`src/rtl/btn_arb_pkg.sv`:
```
// Shared definitions for the pushbutton arbiter: FSM state encoding and
// default sizing constants.
package btn_arb_pkg;

  localparam int DEF_NUM_BTN        = 4;
  localparam int DEF_TIMEOUT_CYCLES = 1000;

  localparam logic [1:0] ST_IDLE  = 2'd0;
  localparam logic [1:0] ST_ISSUE = 2'd1;
  localparam logic [1:0] ST_WAIT  = 2'd2;

endpackage

```
`src/rtl/button_arbiter_rr_picker.sv`:
```
// Combinational round-robin selector: scans the request vector starting at
// rr_ptr, wrapping from NUM_BTN-1 back to 0, and reports the first hit.
module rr_picker #(
  parameter int NUM_BTN = 4,
  parameter int IDW     = $clog2(NUM_BTN)
) (
  input  logic [NUM_BTN-1:0] req,
  input  logic [IDW-1:0]     rr_ptr,
  output logic               any,
  output logic [IDW-1:0]     index
);

  // First requester at or after rr_ptr (modulo NUM_BTN) wins.
  always_comb begin
    logic found;
    int   k;
    found = 1'b0;
    k     = 0;
    index = '0;
    for (int j = 0; j < NUM_BTN; j++) begin
      k = int'(rr_ptr) + j;
      if (k >= NUM_BTN) k = k - NUM_BTN;
      if (!found && req[k]) begin
        found = 1'b1;
        index = k[IDW-1:0];
      end
    end
    any = found;
  end

endmodule

```
`src/rtl/button_arbiter.sv`:
```
// Pushbutton request arbiter. Queues one-cycle press pulses per button,
// grants them round-robin to the multiplier sequencer and waits for op_done.
//
// state | meaning
// IDLE  | nothing in flight; pick next pending button if any
// ISSUE | cmd_id registered; cmd_valid offered until cmd_ready
// WAIT  | command accepted; waiting for op_done (or timeout)
//
// Optional build macro BUTTON_ARBITER_TIMEOUT_EN: abandons WAIT after
// TIMEOUT_CYCLES cycles without op_done and pulses timeout.
module button_arbiter
  import btn_arb_pkg::*;
#(
  parameter int NUM_BTN        = DEF_NUM_BTN,
  parameter int TIMEOUT_CYCLES = DEF_TIMEOUT_CYCLES
) (
  input  logic                       clk,
  input  logic                       rst,
  input  logic [NUM_BTN-1:0]         btn_pulse,
  output logic                       cmd_valid,
  output logic [$clog2(NUM_BTN)-1:0] cmd_id,
  input  logic                       cmd_ready,
  input  logic                       op_done,
  output logic [NUM_BTN-1:0]         pending,
  output logic                       overflow,
  input  logic                       ovf_clr,
  output logic                       timeout
);

  localparam int IDW = $clog2(NUM_BTN);

  logic [1:0]         state;
  logic [IDW-1:0]     rr_ptr;
  logic               pick_any;
  logic [IDW-1:0]     pick_idx;
  logic               accept;
  logic [NUM_BTN-1:0] acc_mask;
  logic [NUM_BTN-1:0] ovf_hit;

`ifdef BUTTON_ARBITER_TIMEOUT_EN
  localparam int CW = $clog2(TIMEOUT_CYCLES);
  logic [CW-1:0] tmo_cnt;
`endif

  rr_picker #(
    .NUM_BTN (NUM_BTN),
    .IDW     (IDW)
  ) u_picker (
    .req    (pending),
    .rr_ptr (rr_ptr),
    .any    (pick_any),
    .index  (pick_idx)
  );

  assign accept  = (state == ST_ISSUE) && cmd_valid && cmd_ready;
  assign ovf_hit = btn_pulse & pending & ~acc_mask;

  // One-hot view of the button whose command is accepted this cycle.
  always_comb begin
    for (int i = 0; i < NUM_BTN; i++) begin
      acc_mask[i] = accept && (cmd_id == IDW'(i));
    end
  end

  // Press queue and sticky overflow; a new press beats a same-cycle clear.
  always_ff @(posedge clk or negedge rst) begin
    if (!rst) begin
      pending  <= '0;
      overflow <= 1'b0;
    end else begin
      pending  <= (pending & ~acc_mask) | btn_pulse;
      overflow <= (|ovf_hit) | (overflow & ~ovf_clr);
    end
  end

  // Grant sequencing. cmd_id is registered on leaving IDLE and cmd_valid
  // rises one cycle later, so the index is settled before it is offered.
  always_ff @(posedge clk or negedge rst) begin
    if (!rst) begin
      state     <= ST_IDLE;
      cmd_valid <= 1'b0;
      cmd_id    <= '0;
      rr_ptr    <= '0;
`ifdef BUTTON_ARBITER_TIMEOUT_EN
      tmo_cnt   <= '0;
      timeout   <= 1'b0;
`endif
    end else begin
`ifdef BUTTON_ARBITER_TIMEOUT_EN
      timeout <= 1'b0;
`endif
      case (state)
        ST_IDLE: begin
          if (pick_any) begin
            cmd_id <= pick_idx;
            state  <= ST_ISSUE;
          end
        end
        ST_ISSUE: begin
          if (accept) begin
            cmd_valid <= 1'b0;
            state     <= ST_WAIT;
            rr_ptr    <= (cmd_id == IDW'(NUM_BTN - 1)) ? '0 : cmd_id + 1'b1;
`ifdef BUTTON_ARBITER_TIMEOUT_EN
            tmo_cnt   <= CW'(TIMEOUT_CYCLES - 1);
`endif
          end else begin
            cmd_valid <= 1'b1;
          end
        end
        ST_WAIT: begin
          if (op_done) begin
            state <= ST_IDLE;
          end
`ifdef BUTTON_ARBITER_TIMEOUT_EN
          else if (tmo_cnt == '0) begin
            timeout <= 1'b1;
            state   <= ST_IDLE;
          end else begin
            tmo_cnt <= tmo_cnt - 1'b1;
          end
`endif
        end
        default: state <= ST_IDLE;
      endcase
    end
  end

`ifndef BUTTON_ARBITER_TIMEOUT_EN
  // No timeout logic in this build; the parameter stays so both builds
  // share one instance signature.
  assign timeout = 1'b0 & (TIMEOUT_CYCLES > 0);
`endif

endmodule
```
`config.mk`:
```
export PLATFORM = sky130hd
export DESIGN_NAME = button_arbiter
export DESIGN_NICKNAME = d
export VERILOG_FILES = /design/src/rtl/btn_arb_pkg.sv /design/src/rtl/button_arbiter_rr_picker.sv /design/src/rtl/button_arbiter.sv
export SDC_FILE = /design/constraint.sdc
export NUM_CORES = 1
export LEC_CHECK = 0
export CAP_MARGIN = 0
export CORE_AREA = 2 2 49 46
export CTS_CLUSTER_DIAMETER = 40
export DETAILED_ROUTE_END_ITERATION = 12
export DIE_AREA = 0 0 51 48
export GPL_ROUTABILITY_DRIVEN = 0
export MAX_ROUTING_LAYER = met4
export PLACE_DENSITY = 0.6
export SLEW_MARGIN = 20
export SYNTH_ARGS = -nofsm -noshare
export SYNTH_HDL_FRONTEND = slang
export SYNTH_SLANG_ARGS = --single-unit
```
`constraint.sdc`:
```
create_clock -name clk -period 1.7 [get_ports clk]
set_input_delay 0.34 -clock clk [delete_from_list [all_inputs] [get_ports clk]]
set_output_delay 0.34 -clock clk [all_outputs]
set_load 0.01 [all_outputs]
```
==> results_dict.tcl <==
set metrics [dict create \
    cts_tree "yes" \
    vias_per_cell 4.636 \
    io_buffers 16 \
    synth_cells 67 \
    dp_hpwl_um 1012 \
    postSynthNetCount 80 \
    slew_viol_final 0 \
    die_area_um2 2448 \
    final-hold-violation-count 0 \
    seqCellArea_um2 305.3 \
    fillers 189 \
    gr-total-overflow 0 \
    worst-path-buf-inv 1 \
    cts_hold_buffers 0 \
    r2r_start "pending[0]$_DFF_PN0_" \
    cts_root_buffer "clkbuf_4" \
    grt_max_degree 13 \
    nNetsFinal 100 \
    layout_common_cells "16 x clkdlybuf4s50_1, 12 x nand2_1, 8 x dfrtp_1" \
    finalCritPeriodShare 0.9554 \
    crit_type "flip-flop to output port" \
    grt_pass1_wl_um 2111 \
    max_stage_delay_ns 0.57 \
    endpoint_kind "output port" \
    ys_ff_latch 12 \
    period_needed_ns 1.624 \
    cts_sinks 12 \
    drt_wl_total_um 1329 \
    synth_area_um2 640.6 \
    floorplan.initialDensity 0.3380 \
    grt_use_total 0.1339 \
    rows 15 \
    swShare 0.3837 \
    rsz0062_at_grt "false" \
    detail-route-antenna-nets 0 \
    min_path_type "input port to async pin" \
    path_max_fanout 6 \
    syn_avg_cell_area_um2 9.561 \
    die_h_um 48 \
    power_frac_seq 0.435 \
    worst_pin_slew_ns 0.5445 \
    drt_iter0_markers 14 \
    path_clk_slew_ns 0.07 \
    die_w_um 51 \
    setup_viol 0 \
    dr_total_vias 510 \
    p_total_mw 1.168 \
    p_switching_uw 448.2 \
    worstSkewPairLatency_ns 0.27 \
    clock_skew_ns 0.003463 \
    dp.cells 107 \
    antenna_cells 0 \
    r2r_end "cmd_id[0]$_DFFE_PN0P_" \
    cp.required_ns 1.36 \
    synth_cell_types 25 \
    ctsHtreeMaxLevel 1 \
    crit_arrival_ns 1.28 \
    routedWlPerCell_um 12.08 \
    drc 0 \
    irDropWorstVdd_mv 0.7431 \
    reg2reg_slack_ns 0.32 \
    cp-start-kind "flip-flop" \
    antenna_found_initial 0 \
    fin_util 0.4495 \
    tns_ns 0 \
    final_common_cell "clkdlybuf4s50_1" \
    crit_chain "clkdlybuf4s50_1" \
    p_int_uw 719.9 \
    cts_made_buffers 3 \
    cp_top_family "buffers and inverters" \
    coreArea_um2 1896 \
    drive_gt1_frac 0.1412 \
    area_delta_synth_final_pct 33.01 \
    grt_pass1_vias 480 \
    cap_violations 0 \
    cp_slowest_cell "clkdlybuf4s50_1" \
    top_level_ports 18 \
    firstDrtPassIters 3 \
    status "finished, final reports clean" \
    slew_headroom 0.6359 \
    clockBufferDepth 2 \
    p_comb_frac 0.417 \
    multi_input_area_um2 306.5 \
    leakage_nw 0.3653 \
    instances_no_fill 110 \
    maxClockFrequency_ghz 0.6157 \
    r2r.worst_path.cells 4 \
    ys_warn_count 0 \
    yosysSeqAreaShare 0.4688 \
    power.density_nw_per_um2 1371 \
    clock_power_share 0.147 \
]
## worst reg2reg max path, delay by kind of cell, from the launching register on
kind             cells  cell delay, ns
AND/OR/NAND/NOR      3            0.72
flip-flops           1            0.46
AO/OA/AOI/OAI        1            0.07
## kinds of logic (layout without fill, tap and decap cells)
logic type               Yosys count  after routing  synth area share
AND/OR/NAND/NOR                   25             25            0.1953
AO/OA/AOI/OAI                     17             17            0.1836
flip-flops                        12             12            0.4688
buffers and inverters              7             25           0.05273
adder cells (fa/ha/maj)            4              4           0.07813
other                              1              1          0.005854
multiplexers                       1              1           0.01563
## Yosys cell counts
master | instances | share of area
a21o_2 | 1 | 0.014
or2b_1 | 1 | 0.012
inv_1 | 5 | 0.029
or4_4 | 1 | 0.018
conb_1 | 1 | 0.0059
and4b_1 | 1 | 0.016
o21a_1 | 1 | 0.012
dfrtp_1 | 12 | 0.47
buf_4 | 2 | 0.023
nand2_4 | 1 | 0.018
a31oi_1 | 1 | 0.0098
o22ai_1 | 1 | 0.0098
nand4_1 | 1 | 0.0098
nand2_1 | 12 | 0.070
o41ai_1 | 1 | 0.014
nand3_1 | 2 | 0.016
ha_1 | 4 | 0.078
nor3_1 | 1 | 0.0078
nor2_1 | 5 | 0.029
o2111ai_1 | 1 | 0.014
mux2i_1 | 1 | 0.016
o31ai_1 | 2 | 0.023
o21ai_2 | 1 | 0.014
a21o_1 | 3 | 0.035
a21oi_1 | 5 | 0.039
## timing repair
item                                    in CTS  in global routing
setup buffers                                0                  0
gates resized for setup                      0                  4
endpoints found under the setup margin       0                  4
## layer usage
metal,vias up,part of all wire,track usage
met3,2,0.032,0.02813
met2,10,0.46,0.1948
met4,0,0.020,0.1135
met5,-,0,-
met1,228,0.48,0.1609
li1,270,-,-
## per-stage QoR
| step | worst slack (ns) | instance area [um^2] | hold WS [ns] |
|---|---|---|---|
| detailed placement | 0.03765 | 824.5 | 0.4830 |
| floorplan | 0.3793 | 640.6 | 0.04441 |
| CTS | 0.01334 | 847.1 | 0.4389 |
| finish | 0.07575 | 852.1 | 0.4201 |
| global placement | 0.06838 | 824.5 | 0.4928 |
| global route | 0.01966 | 852.1 | 0.4693 |
## power groups by stage
stage | Sequential, mW | Combinational [mW] | Clock (mW)
6_report | 0.509 | 0.487 | 0.172
3_5_place_dp | 0.510 | 0.494 | 0
2_1_floorplan | 0.504 | 0.300 | 0
5_1_grt | 0.530 | 0.546 | 0.196
3_3_place_gp | 0.509 | 0.482 | 0
4_1_cts | 0.506 | 0.494 | 0.180
## layout make-up
cell class / instances / area share
multi-input combinational: 48 / 0.3598
sequential: 12 / 0.3583
timing repair buffer: 17 / 0.1968
tap: 25 / 0.03671
clock buffer: 3 / 0.02643
inverter: 5 / 0.02203
## sequential cells by signal (all words and copies together), names as in the netlist
register and count:
state 2, overflow 1, rr_ptr 2, pending 4, cmd_id 2, cmd_valid 1
## worst max-delay path by stage
stage,start,depth (start not counted),to,slack (ns)
final,cmd_id[0]$_DFFE_PN0P_,1,cmd_id[0],0.08
after global routing,cmd_id[0]$_DFFE_PN0P_,1,cmd_id[0],0.02
after CTS,pending[3]$_DFF_PN0_,1,pending[3],0.01
after detailed placement,cmd_ready,5,overflow$_DFF_PN0_,0.04
after global placement,cmd_ready,5,overflow$_DFF_PN0_,0.07
after floorplan,pending[0]$_DFF_PN0_,4,cmd_id[0]$_DFFE_PN0P_,0.38
(Power assumes the default switching activity.)
